<file path="src/rtl/cursor_edit_ctrl.sv">
// Mode/cursor edit controller for the clock display; optional cursor blink under EDIT_BLINK_EN.
// Actions register in the same edge as the button pulse; wr_stb is a 1-cycle strobe with no backpressure.
module cursor_edit_ctrl #(
  parameter logic [31:0] TIMEOUT_CYCLES = 32'd500_000_000,
  parameter logic [31:0] BLINK_HALF     = 32'd12_500_000
) (
  input  logic       CLK,
  input  logic       RESET,
  input  logic       btn_mode,
  input  logic       btn_left,
  input  logic       btn_right,
  input  logic       btn_up,
  input  logic       btn_down,
  input  logic       ld_valid,
  input  logic [3:0] ld_addr,
  input  logic [7:0] ld_data,
  output logic       bandera_hh,
  output logic       bandera_mh,
  output logic       bandera_sh,
  output logic       bandera_df,
  output logic       bandera_mf,
  output logic       bandera_af,
  output logic       bandera_hc,
  output logic       bandera_mc,
  output logic       bandera_sc,
  output logic [1:0] edit_mode,
  output logic       wr_stb,
  output logic [3:0] wr_addr,
  output logic [7:0] wr_data,
  output logic [7:0] field_0,
  output logic [7:0] field_1,
  output logic [7:0] field_2,
  output logic [7:0] field_3,
  output logic [7:0] field_4,
  output logic [7:0] field_5,
  output logic [7:0] field_6,
  output logic [7:0] field_7,
  output logic [7:0] field_8
);

  typedef enum logic [1:0] {RUN = 2'd0, EDIT_TIME = 2'd1, EDIT_DATE = 2'd2, EDIT_TIMER = 2'd3} state_t;

  state_t      state_q, state_d;
  logic [1:0]  cur_q, cur_d;
  logic [7:0]  field_q [9];
  logic [7:0]  field_d [9];
  logic [8:0]  flag_q, flag_d;
  logic        wr_stb_q, wr_stb_d;
  logic [3:0]  wr_addr_q, wr_addr_d;
  logic [7:0]  wr_data_q, wr_data_d;
  logic [31:0] tmo_q, tmo_d;
  logic [3:0]  sel, sel_d;
  logic [7:0]  nv;
  logic        any_btn;
  logic        blink_on_d;

  function automatic logic [7:0] fmin(input logic [3:0] idx);
    return (idx == 4'd3 || idx == 4'd4) ? 8'd1 : 8'd0;
  endfunction

  function automatic logic [7:0] fmax(input logic [3:0] idx);
    case (idx)
      4'd0, 4'd6: fmax = 8'd23;
      4'd3:       fmax = 8'd31;
      4'd4:       fmax = 8'd12;
      4'd5:       fmax = 8'd99;
      default:    fmax = 8'd59;
    endcase
  endfunction

  function automatic logic [3:0] base(input state_t s);
    case (s)
      EDIT_DATE:  base = 4'd3;
      EDIT_TIMER: base = 4'd6;
      default:    base = 4'd0;
    endcase
  endfunction

  assign any_btn = btn_mode | btn_left | btn_right | btn_up | btn_down;
  assign sel     = base(state_q) + {2'b00, cur_q};

  always_comb begin
    state_d   = state_q;
    cur_d     = cur_q;
    field_d   = field_q;
    wr_stb_d  = 1'b0;
    wr_addr_d = wr_addr_q;
    wr_data_d = wr_data_q;
    tmo_d     = 32'd0;
    nv        = field_q[sel];
    if (state_q == RUN) begin
      if (btn_mode) begin
        state_d = EDIT_TIME;
        cur_d   = 2'd0;
      end
      if (ld_valid && ld_addr <= 4'd8 && ld_data >= fmin(ld_addr) && ld_data <= fmax(ld_addr))
        field_d[ld_addr] = ld_data;
    end else begin
      // A button in the timeout cycle wins: the counter clears instead of expiring.
      if (!any_btn) begin
        if (tmo_q + 32'd1 >= TIMEOUT_CYCLES) begin
          state_d = RUN;
          cur_d   = 2'd0;
        end else begin
          tmo_d = tmo_q + 32'd1;
        end
      end
      if (btn_mode) begin
        cur_d = 2'd0;
        case (state_q)
          EDIT_TIME: state_d = EDIT_DATE;
          EDIT_DATE: state_d = EDIT_TIMER;
          default:   state_d = RUN;
        endcase
      end else if (btn_left || btn_right) begin
        if (btn_right && !btn_left)
          cur_d = (cur_q == 2'd2) ? 2'd0 : cur_q + 2'd1;
        else if (btn_left && !btn_right)
          cur_d = (cur_q == 2'd0) ? 2'd2 : cur_q - 2'd1;
      end else if (btn_up ^ btn_down) begin
        if (btn_up)
          nv = (field_q[sel] >= fmax(sel)) ? fmin(sel) : field_q[sel] + 8'd1;
        else
          nv = (field_q[sel] <= fmin(sel)) ? fmax(sel) : field_q[sel] - 8'd1;
        field_d[sel] = nv;
        wr_stb_d     = 1'b1;
        wr_addr_d    = sel;
        wr_data_d    = nv;
      end
    end
  end

`ifdef EDIT_BLINK_EN
  logic [31:0] blink_cnt_q, blink_cnt_d;
  logic        blink_on_q;
  logic        blink_restart;

  assign blink_restart = (state_d != state_q) || (cur_d != cur_q) || wr_stb_d;

  always_comb begin
    blink_cnt_d = blink_cnt_q + 32'd1;
    blink_on_d  = blink_on_q;
    if (state_d == RUN || blink_restart) begin
      blink_cnt_d = 32'd0;
      blink_on_d  = 1'b1;
    end else if (blink_cnt_q + 32'd1 >= BLINK_HALF) begin
      blink_cnt_d = 32'd0;
      blink_on_d  = ~blink_on_q;
    end
  end

  always_ff @(posedge CLK) begin
    if (RESET) begin
      blink_cnt_q <= 32'd0;
      blink_on_q  <= 1'b1;
    end else begin
      blink_cnt_q <= blink_cnt_d;
      blink_on_q  <= blink_on_d;
    end
  end
`else
  logic unused_blink_half;
  assign unused_blink_half = ^BLINK_HALF;
  assign blink_on_d        = 1'b1;
`endif

  assign sel_d  = base(state_d) + {2'b00, cur_d};
  assign flag_d = (state_d == RUN || !blink_on_d) ? 9'd0 : (9'd1 << sel_d);

  always_ff @(posedge CLK) begin
    if (RESET) begin
      state_q   <= RUN;
      cur_q     <= 2'd0;
      for (int i = 0; i < 9; i++) field_q[i] <= fmin(4'(i));
      flag_q    <= 9'd0;
      wr_stb_q  <= 1'b0;
      wr_addr_q <= 4'd0;
      wr_data_q <= 8'd0;
      tmo_q     <= 32'd0;
    end else begin
      state_q   <= state_d;
      cur_q     <= cur_d;
      field_q   <= field_d;
      flag_q    <= flag_d;
      wr_stb_q  <= wr_stb_d;
      wr_addr_q <= wr_addr_d;
      wr_data_q <= wr_data_d;
      tmo_q     <= tmo_d;
    end
  end

  assign {bandera_sc, bandera_mc, bandera_hc, bandera_af, bandera_mf,
          bandera_df, bandera_sh, bandera_mh, bandera_hh} = flag_q;
  assign edit_mode = state_q;
  assign wr_stb    = wr_stb_q;
  assign wr_addr   = wr_addr_q;
  assign wr_data   = wr_data_q;
  assign field_0   = field_q[0];
  assign field_1   = field_q[1];
  assign field_2   = field_q[2];
  assign field_3   = field_q[3];
  assign field_4   = field_q[4];
  assign field_5   = field_q[5];
  assign field_6   = field_q[6];
  assign field_7   = field_q[7];
  assign field_8   = field_q[8];

endmodule

</file>
<file path="config.mk">
export PLATFORM = sky130hd
export DESIGN_NAME = cursor_edit_ctrl
export DESIGN_NICKNAME = d
export VERILOG_FILES = /design/src/rtl/cursor_edit_ctrl.sv
export SDC_FILE = /design/constraint.sdc
export NUM_CORES = 1
export LEC_CHECK = 0
export ABC_CLOCK_PERIOD_IN_PS = 5200
export CAP_MARGIN = 5
export CORE_ASPECT_RATIO = 0.75
export CORE_MARGIN = 3
export CORE_UTILIZATION = 46
export DETAILED_ROUTE_END_ITERATION = 6
export PLACE_DENSITY = 0.72
export SLEW_MARGIN = 15
export SYNTH_ARGS = -nofsm -noshare
export SYNTH_HDL_FRONTEND = slang
export SYNTH_SLANG_ARGS = --single-unit
</file>
<file path="constraint.sdc">
create_clock -name CLK -period 5.2 [get_ports CLK]
set_input_delay 1.04 -clock CLK [delete_from_list [all_inputs] [get_ports CLK]]
set_output_delay 1.04 -clock CLK [all_outputs]
set_load 0.01 [all_outputs]
</file>
Word-level counts from Yosys, hierarchy flattened
Cells that the tools add are included. W data, S select, Z words.

$add $sub $neg: 7. Magnitude comparators: 10. Equal/unequal tests: 17. Shift operators: 1. Multiplexer cells: 50. Bitwise logic cells: 10. Reduce and logical (&&, ||, !) cells: 25.

Operators by type and width (count): $mux W72 (5); $bwmux W72 (2); $mux W8 (17); $demux W8 S4 (2); $pmux W7 S4 (2); $add A32 B1 Y32 const B (1); $bmux W8 S4 (1); $ge A32 B29 Y1 const B (1); $mux W2 (15); $eq A4 B3 Y1 const B (6); $pmux W3 S2 (2); $eq A2 B2 Y1 const B (5); $ge A5 B5 Y1 const B (2); $lt A5 B1 Y1 const B (2); $not A4 Y5 (2); $shl A1 B4 Y9 const A (1); $add A4 B2 Y4 (2); $add A8 B1 Y8 const B (1); $eq A4 B2 Y1 const B (2); $ge A8 B1 Y1 (1); $ge A8 B8 Y1 (1); $le A8 B1 Y1 (1); $le A8 B8 Y1 (1); $logic_not A4 Y1 (2); 20 further kinds (43).

Register bits after elaboration: 130. Logic and storage cells: 136.

Logic depth before layout (Yosys ltp)
Gate-level depths: netlist of the first run.

Depth in word-level cells: 23. Gate-level depth with buffers: 22. Mapped depth without buffers: 18.

Least setup slack after synthesis of the first run
No wires, ideal clock.

Path type: reg2reg. From: register state_q[0] (netlist: edit_mode[0]). To: register field_q, in the netlist field_1[6]. Setup time: 0.086 ns. Data arrival time: 5.074 ns. Required time: 5.114 ns. Slack: 0.040 ns. Cell stages (with the launch flop): 21. Period minus slack after synthesis: 5.160 ns. Cells stage by stage: dfxtp_1 -> inv_1 -> ha_1 -> or2_2 -> fa_1 -> buf_2 -> nor3b_1 -> and3_1 -> clkbuf_1 -> o2bb2ai_1 -> inv_1 -> ha_1 -> nand2b_1 -> a2111oi_0 -> o211ai_1 -> nor2_1 -> nand2_1 -> or4_1 -> o211ai_2 -> a2bb2oi_1 -> a211oi_1.

Longest elaborated chain between the ends: 23.

Ends and longest elaborated chain: from (decl) (line 43) `state_t state_q, state_d;`; from (signal assigned) (line 181) `state_q <= state_d;`; $eq A2 B2 Y1 (line 72) `case (s)`; $pmux W3 S2 * (line 72); $add A4 B2 Y4 * (line 80) `assign sel = base(state_q) + {2'b00, cur_q};`; via sel[1] (line 52) `logic [3:0] sel, sel_d;`; $eq A4 B3 Y1 or $logic_not A4 Y1 (tied branches) (line 62) `case (idx)`; $reduce_or A2 Y1 (line 62); $pmux W7 S4 (line 62); $mux W8 (line 121) `if (btn_up)`; [8 not listed]; $mux W8 (line 115) `end else if (btn_left || btn_right) begin`; $mux W8 (line 108) `if (btn_mode) begin`; $mux W8 (line 91) `if (state_q == RUN) begin`; $bwmux W72 * (line 125) `field_d[sel] = nv;`; $mux W72 * (line 120) `end else if (btn_up ^ btn_down) begin`; $mux W72 * (line 115); $mux W72 * (line 108); $mux W72 * (line 91); to (signal assigned) (line 183) `field_q <= field_d;`; to (decl) (line 45) `logic [7:0] field_q [9];`.

The timed path passes the listed nets; every way through them passes the cells marked *. The select of a mux whose other input is x is not followed. A chain may end at the register's enable or synchronous reset.

Final worst setup path of the first run
From: register state_q[0] (netlist: edit_mode[0]). To: register field_q, in the netlist field_4[6].

Same word-level chain as after synthesis.

==> results.toml, run 1 <==
[route]
routed-via-count = 9205
drt_iter0_drc = 1509
ant_nets = 0
avgRoutedWirePerCell_um = 22.68
viasPerCell = 6.533
drt-total-wl_um = 31960
drt_pass1_iterations = 7
drc = 7

[cts]
cts_max_level = 4
clkTransAtPathRegs_ns = 0.07
cts_buffer_depth = 2
ctsRootBufferMaster = "clkbuf_16"
worstSkewPairLatency_ns = 0.43
cts_tree = "built"
postCtsHoldBufs = 0
numCtsBuffers = 17
cts.sinks = 130

[final_layout]
finalNetCount = 1214
drive_gt1_frac = 0.1202
antennaDiodeCount = 0
final_util = 0.6221
area_growth_pct = 30.14

[synthesis]
ys_ff_latch = 130
synth.area.top_cells = "dfxtp_1 32%, nor2_1 6.5%, ha_1 4.9%"
syn_area_per_cell_um2 = 7.997
synth.top_cells.by_count = "142 x nor2_1, 130 x dfxtp_1, 75 x nand2_1"
synthCells = 1021
synth_top_area_frac = 0.3187
ys_seq_area_frac = 0.3187
synth_area_mm2 = 0.008165
synthArstFlopShare = 0
synth_edf_count = 0
synth_cell_type_count = 83
yosysWarnings = 0
ys.flop_type = "dfxtp_1"
synth_top_area_cell = "dfxtp_1"
synth.most_common_cell = "nor2_1"

[die]
ios = 116
core_mm2 = 0.01708
die_h_um = 121.4
rows = 41
start_util = 0.4780
die_area_mm2 = 0.01940
die_w_um = 159.8

[worst_setup_path]
rrSetupSlack_ns = 0.11
rr_endpoint = "field_4[6]"
rr_worst_depth = 20
arrival_ns = 5.44
crit_path_end_kind = "register"
critical_path.endpoint = "field_4[6]"
required_ns = 5.55
timing.rr.start = "edit_mode[0]"
critPathLaunchType = "register"
crit_fanout = 11
cp-startpoint = "edit_mode[0]"
crit_type = "reg -> reg"

[sta]
worst_slew_pin_slew_ns = 1.238
setup_tns_ns = 0
post-route-period-util = 0.9789
slew_viol_final = 0
setup-violations-final = 0
hold_viol_final = 0
clock.fmax_mhz = 196.5
finClkSkew_ns = 0.009604
finalCriticalPeriod_ns = 5.090
slew_headroom = 0.1674
hold_slack_ns = 0.4529

[power_and_ir_drop]
switching_share = 0.3167
p_switching_uw = 913.1
power_mw = 2.884
power_leakage_nw = 3.775
p_int_mw = 1.970
clock_power_share = 0.437
ir_drop_uv = 172.0
power_density_mw_per_mm2 = 271.4
power_frac_seq = 0.354
combPwrFrac = 0.209

[global_route]
grt_max_degree = 77
antenna_found_initial = 0
grt_pass1_wl_um = 48380
gr-total-overflow = 0
grt_pass1_vias = 8399
grt_usage = 0.3205

[status]
violations = "DRC"
status = "complete, but fails checks"

[place]
io_buffers = 115
routabilityCongestion = 0.9929
place_hpwl_um = 22520

[hold_path]
min_path_type = "reg -> reg"

[job]
maxCapViolCount = 0
[kinds of logic (layout without fill, tap and decap cells)]
kind of cell	Yosys count	after routing	share of synthesized area
AND/OR/NAND/NOR	416	416	0.2462
AO/OA/AOI/OAI	259	260	0.2326
flip-flops	130	130	0.3187
buffers and inverters	100	249	0.04903
multiplexers	42	42	0.05624
XOR/XNOR	39	39	0.04275
adder cells (fa/ha/maj)	34	34	0.05394
other	1	3	0.0004593
[what timing repair did]
action                                  4_1_cts  5_1_grt
resized for setup                             4       21
pin swaps                                     1        9
cloned                                        1        1
endpoints found under the setup margin        9       72
buffers inserted                              2        8
[worst min path at each step]
stage | start | to | slack (ns) | cells past startpoint
after floorplan | tmo_q[0] | tmo_q[0] | 0.44 | 1
after global routing | wr_addr[1] | wr_addr[1] | 0.47 | 2
final | wr_addr[1] | wr_addr[1] | 0.45 | 2
after detailed placement | wr_addr[1] | wr_addr[1] | 0.45 | 2
after global placement | wr_addr[1] | wr_addr[1] | 0.44 | 2
after CTS | wr_addr[1] | wr_addr[1] | 0.45 | 2
[layer usage]
metal  track usage  vias to the layer above  routed length (um)
li1              -                     4090                   -
met4        0.1279                        0                1385
met2        0.4282                      752               12070
met1        0.4545                     4227               13320
met3        0.1279                      136                5181
met5             0                        -                   0
[per-stage QoR]
stage               setup WS, ns  cells  cell area (um2)
floorplan                0.04016   1023             8173
global placement         0.05435   1365             9769
detailed placement       -0.1053   1365             9769
CTS                      0.07587   1400            10420
global route             -0.1625   1409            10630
finish                    0.1100   1409            10630
[cell usage in the layout, fill, tap and decap left out, drive strengths merged, types with 11 or more instances in the layout]
master         synthesis  routed
xor2                  16      16
mux2i                 38      38
o21ai                 33      33
clkdlybuf4s50          0     114
nor4                  18      18
nor2                 143     143
o22ai                 17      17
nand4                 14      14
inv                   39      43
dfxtp                130     130
nand2b                11      11
a32oi                 11      11
xnor2                 23      23
a21oi                 42      42
ha                    32      32
nand2                 76      76
a31oi                 11      11
clkbuf                46      19
a22oi                 15      15
nor3                  35      35
buf                   15      63
a211oi                21      21
a221oi                13      13
nand3                 63      63
[worst max-delay path, cell delays in order (launching register included)]
cell	delay (ns)
dfxtp_4	0.37
inv_1	0.09
ha_2	0.20
or2_4	0.26
fa_2	0.56
buf_8	0.19
nor3b_1	0.32
and3_1	0.26
buf_4	0.18
nand2_1	0.11
nand2_2	0.13
ha_1	0.27
a2111oi_4	0.36
o211ai_1	0.17
nor2_1	0.20
nand2_2	0.12
or4_4	0.60
buf_12	0.16
o211ai_2	0.16
nand2_1	0.09
a211oi_1	0.23
[power by group through the flow]
stage	registers [mW]	logic (mW)	clock network [mW]
CTS	1.02	0.538	1.27
global placement	1.04	0.516	0
floorplan	1.04	0.299	0
global route	1.02	0.626	1.31
detailed placement	1.04	0.513	0
finish	1.02	0.603	1.26
[cell type report]
cell class                 count  area, um2
clock buffer                  18      429.2
clock inverter                14      177.7
fill                        1523       6456
inverter                      39      146.4
multi-input combinational    794       5286
sequential                   130       2606
tap                          236      295.3
timing repair buffer         178       1685
[flip-flops by register name, summed over array words and instances (netlist names), 4 cells and up]
name / flops
field_0: 8
field_1: 8
field_4: 8
field_6: 8
field_3: 8
field_8: 8
wr_data: 8
tmo_q: 32
field_2: 8
field_5: 8
flag_q: 9
field_7: 8
wr_addr: 4
(Power assumes the default switching activity.)
==> inputs of run 2 (changes only) <==
--- a/config.mk
+++ b/config.mk
@@ -10,6 +10,7 @@
 export CORE_ASPECT_RATIO = 0.75
 export CORE_MARGIN = 3
 export CORE_UTILIZATION = 46
+export CTS_BUF_LIST = sky130_fd_sc_hd__clkbuf_16
 export DETAILED_ROUTE_END_ITERATION = 6
 export PLACE_DENSITY = 0.72
 export SLEW_MARGIN = 15
==> run 2 against run 1 <==
Compared with the run above: the flow now finishes without violations; via count fell by 0.58%; power barely moved; global-route usage did not move; routed wire length rose by 0.26%; critical path type unchanged; critical endpoint unchanged; largest cell class unchanged; largest power group unchanged; highest routed layer unchanged.
==> results.toml, run 2 (synthesis gave the netlist of run 1 again) <==
[status]
status = "completed"

[die]
ios = 116
die_h_um = 121.4
die_w_um = 159.8
die_area_mm2 = 0.01940
start_util = 0.4780
core_mm2 = 0.01708
rows = 41

[sta]
setup_tns_ns = 0
finalCriticalPeriod_ns = 5.098
post-route-period-util = 0.9804
clock.fmax_mhz = 196.1
finClkSkew_ns = 0.009547
setup-violations-final = 0
slew_headroom = 0.1837
hold_viol_final = 0
worst_slew_pin_slew_ns = 1.213
slew_viol_final = 0

[worst_setup_path]
crit_chain = "inv_1 > ha_2 > or2_4 > fa_2 > buf_8 > nor3b_1 > and3_1 > buf_4 > nand2_1 > nand2_2 > ha_1 > a2111oi_4 > o211ai_1 > nor2_1 > nand2_2 > or4_4 > buf_12 > o211ai_2 > nand2_1 > a211oi_1"
rrSetupSlack_ns = 0.10
required_ns = 5.55
cp_slowest_cell = "or4_4"
timing.rr.start = "edit_mode[0]"
critPathLaunchType = "register"
path_delay_family = "simple AND/OR/NAND/NOR gates"
crit_fanout = 11
path_buf_inv = 4
crit_path_end_kind = "register"
crit_type = "reg -> reg"
cp-startpoint = "edit_mode[0]"
arrival_ns = 5.45
slowest_delay_ns = 0.60

[final_layout]
regMostFlops = "tmo_q"
largest_reg_flops = 32
area_growth_pct = 30.14
nFillCells = 1523
finalNetCount = 1214
antennaDiodeCount = 0
drive_gt1_frac = 0.1202
design_area_mm2 = 0.01063
final_common_cell = "nor2_1"
layout_common_cells = "142 x nor2_1, 129 x dfxtp_1, 114 x clkdlybuf4s50_1, 73 x nand2_1, 63 x nand3_1"
largestRegisters = "tmo_q x32, flag_q x9"

[power_and_ir_drop]
combPwrFrac = 0.210
power_density_mw_per_mm2 = 271.5
p_int_mw = 1.969
switching_share = 0.3176
power_leakage_nw = 3.779
power_mw = 2.885
ir_drop_uv = 172.0
clock_power_share = 0.436
power_frac_seq = 0.354
p_switching_uw = 916.1

[route]
routed-via-count = 9152
avgRoutedWirePerCell_um = 22.74
viasPerCell = 6.495
drc = 0
drt_iter0_drc = 1509
drt-total-wl_um = 32040
ant_nets = 0
drt_pass1_iterations = 6

[place]
routabilityCongestion = 0.9929
place_hpwl_um = 22520
io_buffers = 115
place_area_mm2 = 0.009769

[global_route]
grt_pass1_vias = 8399
gr-total-overflow = 0
grt_max_degree = 77
antenna_found_initial = 0
grt_usage = 0.3205
grt_pass1_wl_um = 48380

[job]
maxCapViolCount = 0

[cts]
ctsRootBufferMaster = "clkbuf_16"
postCtsHoldBufs = 0
worstSkewPairLatency_ns = 0.43
clkTransAtPathRegs_ns = 0.07
numCtsBuffers = 17
cts_max_level = 4
cts.sinks = 130
cts_tree = "built"
cts_buffer_depth = 2

[hold_path]
hp-start = "wr_addr[1]"
min_path_type = "reg -> reg"
run 2: path summary, 6_finish.rpt:
path	endpoint	depth (start not counted)
worst max register to register	field_4[6]	20
worst min register to register	wr_addr[1]	2
worst min-delay path	wr_addr[1]	2
worst max-delay path	field_4[6]	20
run 2: layout make-up:
class                      instances  area, um2  share of cell area
clock buffer                      17      425.4             0.04003
clock inverter                    15      181.4             0.01707
inverter                          39      146.4             0.01378
multi-input combinational        794       5286              0.4975
sequential                       130       2606              0.2453
tap                              236      295.3             0.02779
timing repair buffer             178       1685              0.1586
run 2: per-stage QoR:
step	worst slack [ns]	std cells	util	hold WS [ns]
4_1_cts	0.07587	1400	0.6100	0.4544
6_report	0.1018	1409	0.6221	0.4529
5_1_grt	-0.1625	1409	0.6221	0.4724
2_1_floorplan	0.04016	1023	-	0.4442
3_3_place_gp	0.05435	1365	0.5719	0.4440
3_5_place_dp	-0.1053	1365	0.5719	0.4462
run 2: what timing repair did:
item	CTS	global route
endpoints found under the setup margin	9	72
pin swaps	1	9
resized for setup	4	21
gates cloned	1	1
buffers inserted	2	8
run 2: routing by layer:
| layer | up-vias | share of wire | wire length, um | GRT usage |
|---|---|---|---|---|
| li1 | 4085 | - | - | - |
| met1 | 4206 | 0.42 | 13510 | 0.4545 |
| met2 | 735 | 0.38 | 12080 | 0.4282 |
| met3 | 126 | 0.16 | 5056 | 0.1279 |
| met4 | 0 | 0.043 | 1391 | 0.1279 |
| met5 | - | 0 | 0 | 0 |
run 2: power by group through the flow:
stage	clock, mW	combinational (mW)	sequential (mW)
CTS	1.27	0.538	1.02
detailed placement	0	0.513	1.04
finish	1.26	0.605	1.02
global placement	0	0.516	1.04
global route	1.31	0.626	1.02
floorplan	0	0.299	1.04
run 2: tightest hold or removal path, cell delays in order, from the launching register on:
cell and delay, ns:
dfxtp_1 0.31, nand2_1 0.05, a21oi_1 0.05
==> inputs of run 3 (changes only) <==
--- a/config.mk
+++ b/config.mk
@@ -8,11 +8,10 @@
 export ABC_CLOCK_PERIOD_IN_PS = 5200
 export CAP_MARGIN = 5
 export CORE_ASPECT_RATIO = 0.75
-export CORE_MARGIN = 3
 export CORE_UTILIZATION = 46
 export CTS_BUF_LIST = sky130_fd_sc_hd__clkbuf_16
 export DETAILED_ROUTE_END_ITERATION = 6
-export PLACE_DENSITY = 0.72
+export PLACE_DENSITY = 0.76
 export SLEW_MARGIN = 15
 export SYNTH_ARGS = -nofsm -noshare
 export SYNTH_HDL_FRONTEND = slang
==> run 3 against run 2 <==
Compared with the run above: the flow now finishes with violations (DRC); setup slack improved by 0.046 ns; count of clock-buffer cells in the layout is the same; global-route usage rose by 1.9 points; combinational power down 3%; clock skew rose by 0.0047 ns; design area is 1.6% lower; critical path depth down 4; hold slack gained 0.013 ns; maximum frequency increased by 0.92%; flip-flop and latch count unchanged; critical endpoint is now field_1[6]; highest routed layer unchanged.
==> results.toml, run 3 (synthesis gave the netlist of run 1 again) <==
[status]
status = "complete, but fails checks"
violations = "DRC"

[hold_path]
hp-start = "wr_addr[0]"
min_path_type = "reg -> reg"

[route]
ant_nets = 0
drt-total-wl_um = 31700
drc = 1
drt_pass1_iterations = 7
viasPerCell = 6.552
routed-via-count = 9193
avgRoutedWirePerCell_um = 22.59
drt_iter0_drc = 1439

[global_route]
grt_pass1_vias = 8200
gr-total-overflow = 0
antenna_found_initial = 0
grt_pass1_wl_um = 47630
grt_usage = 0.3398
grt_max_degree = 57

[place]
routabilityCongestion = 1.006
numPlacedInstances = 1366
io_buffers = 115
place_hpwl_um = 22370
place_area_mm2 = 0.009777
pre_cts_ws_ns = 0.1511

[final_layout]
finalNetCount = 1208
largest_reg_flops = 32
area_growth_pct = 28.07
antennaDiodeCount = 0
drive_gt1_frac = 0.1114
layout_common_cells = "141 x nor2_1, 130 x dfxtp_1, 114 x clkdlybuf4s50_1, 73 x nand2_1, 63 x nand3_1"
final_common_cell = "nor2_1"
regMostFlops = "tmo_q"
fin_cells = 1403
final_util = 0.6122
design_area_mm2 = 0.01046
largestRegisters = "tmo_q x32, flag_q x9"

[die]
die_h_um = 117.4
die_area_mm2 = 0.01829
start_util = 0.4780
ios = 116
die_w_um = 155.8
rows = 41
core_mm2 = 0.01708

[cts]
cts_max_level = 4
postCtsHoldBufs = 0
clkTransAtPathRegs_ns = 0.07
ctsRootBufferMaster = "clkbuf_16"
cts_tree = "built"
worstSkewPairLatency_ns = 0.44
numCtsBuffers = 17
cts.sinks = 130
cts_buffer_depth = 2

[worst_setup_path]
crit_path_end_kind = "register"
required_ns = 5.55
timing.rr.start = "edit_mode[1]"
cp-startpoint = "edit_mode[1]"
critPathLaunchType = "register"
crit_type = "reg -> reg"
crit_fanout = 19
arrival_ns = 5.40

[sta]
worst_slew_pin_slew_ns = 1.066
post-route-period-util = 0.9715
setup_ws_ns = 0.1481
hold_viol_final = 0
finalCriticalPeriod_ns = 5.052
setup-violations-final = 0
clock.fmax_mhz = 197.9
finClkSkew_ns = 0.01423
slew_headroom = 0.2885
slew_viol_final = 0

[job]
maxCapViolCount = 0

[power_and_ir_drop]
power_leakage_nw = 3.714
power_density_mw_per_mm2 = 266.0
ir_drop_uv = 168.0
## run 3: cell count changes in the layout (fill, tap and decap cells not counted), moves of 2 or more
cell       before  now
clkinv_4        4    1
buf_4          57   54
bufinv_16       3    0
buf_12          3    1
inv_6           4    7
inv_8           0    3
## run 3: what timing repair did
action / CTS / global route
resized for setup: 0 / 14
endpoints found under the hold margin: 0 / 0
setup endpoints to repair: 0 / 60
setup buffers: 0 / 3
## run 3: report_power, final
part	switching (mW)	internal (mW)	total, mW
Combinational	0.390	0.198	0.588
Sequential	0.0116	1.01	1.02
Clock	0.542	0.633	1.17
Total	0.943	1.84	2.78
## run 3: final timing paths
path / to / slack [ns] / depth (start not counted)
worst max-delay path: field_1[6] / 0.15 / 16
worst min-delay path: wr_addr[0] / 0.47 / 2
worst max register to register: field_1[6] / 0.15 / 16
worst min register to register: wr_addr[0] / 0.47 / 2
## run 3: area by class of cell
type	instances	area (um2)
Clock inverter	15	140.1
Multi-Input combinational cell	794	5240
Sequential cell	130	2603
Inverter	39	146.4
Fill cell	1508	6625
Tap cell	236	295.3
Clock buffer	17	425.4
Timing Repair Buffer	172	1608
## run 3: metal layers
metal	routed length, um	up-vias	track usage	part of all wire
met5	0	-	0	0
met4	1408	0	0.1366	0.044
met3	4576	147	0.1135	0.14
met2	12250	702	0.4559	0.39
met1	13460	4271	0.4898	0.42
li1	-	4073	-	-
## run 3: per-stage QoR
stage          setup TNS, ns  hold slack (ns)  power (mW)
2_1_floorplan              0           0.4442       1.342
3_3_place_gp               0           0.4457       1.559
3_5_place_dp               0           0.4553       1.554
4_1_cts                    0           0.4643       2.710
5_1_grt             -0.07320           0.4784       2.841
6_report                   0           0.4657       2.782
## run 3: critical path, stage by stage (launching register included)
cell       delay [ns]
dfxtp_1          0.40
ha_1             0.24
or2_2            0.32
fa_2             0.64
buf_12           0.23
mux2i_1          0.14
a22o_1           0.26
o31ai_2          0.52
ha_1             0.36
o2111a_1         0.14
o31ai_1          0.07
o211ai_1         0.17
nor3_1           0.40
o211ai_1         0.40
o211ai_4         0.29
a2bb2oi_1        0.12
a211oi_1         0.26
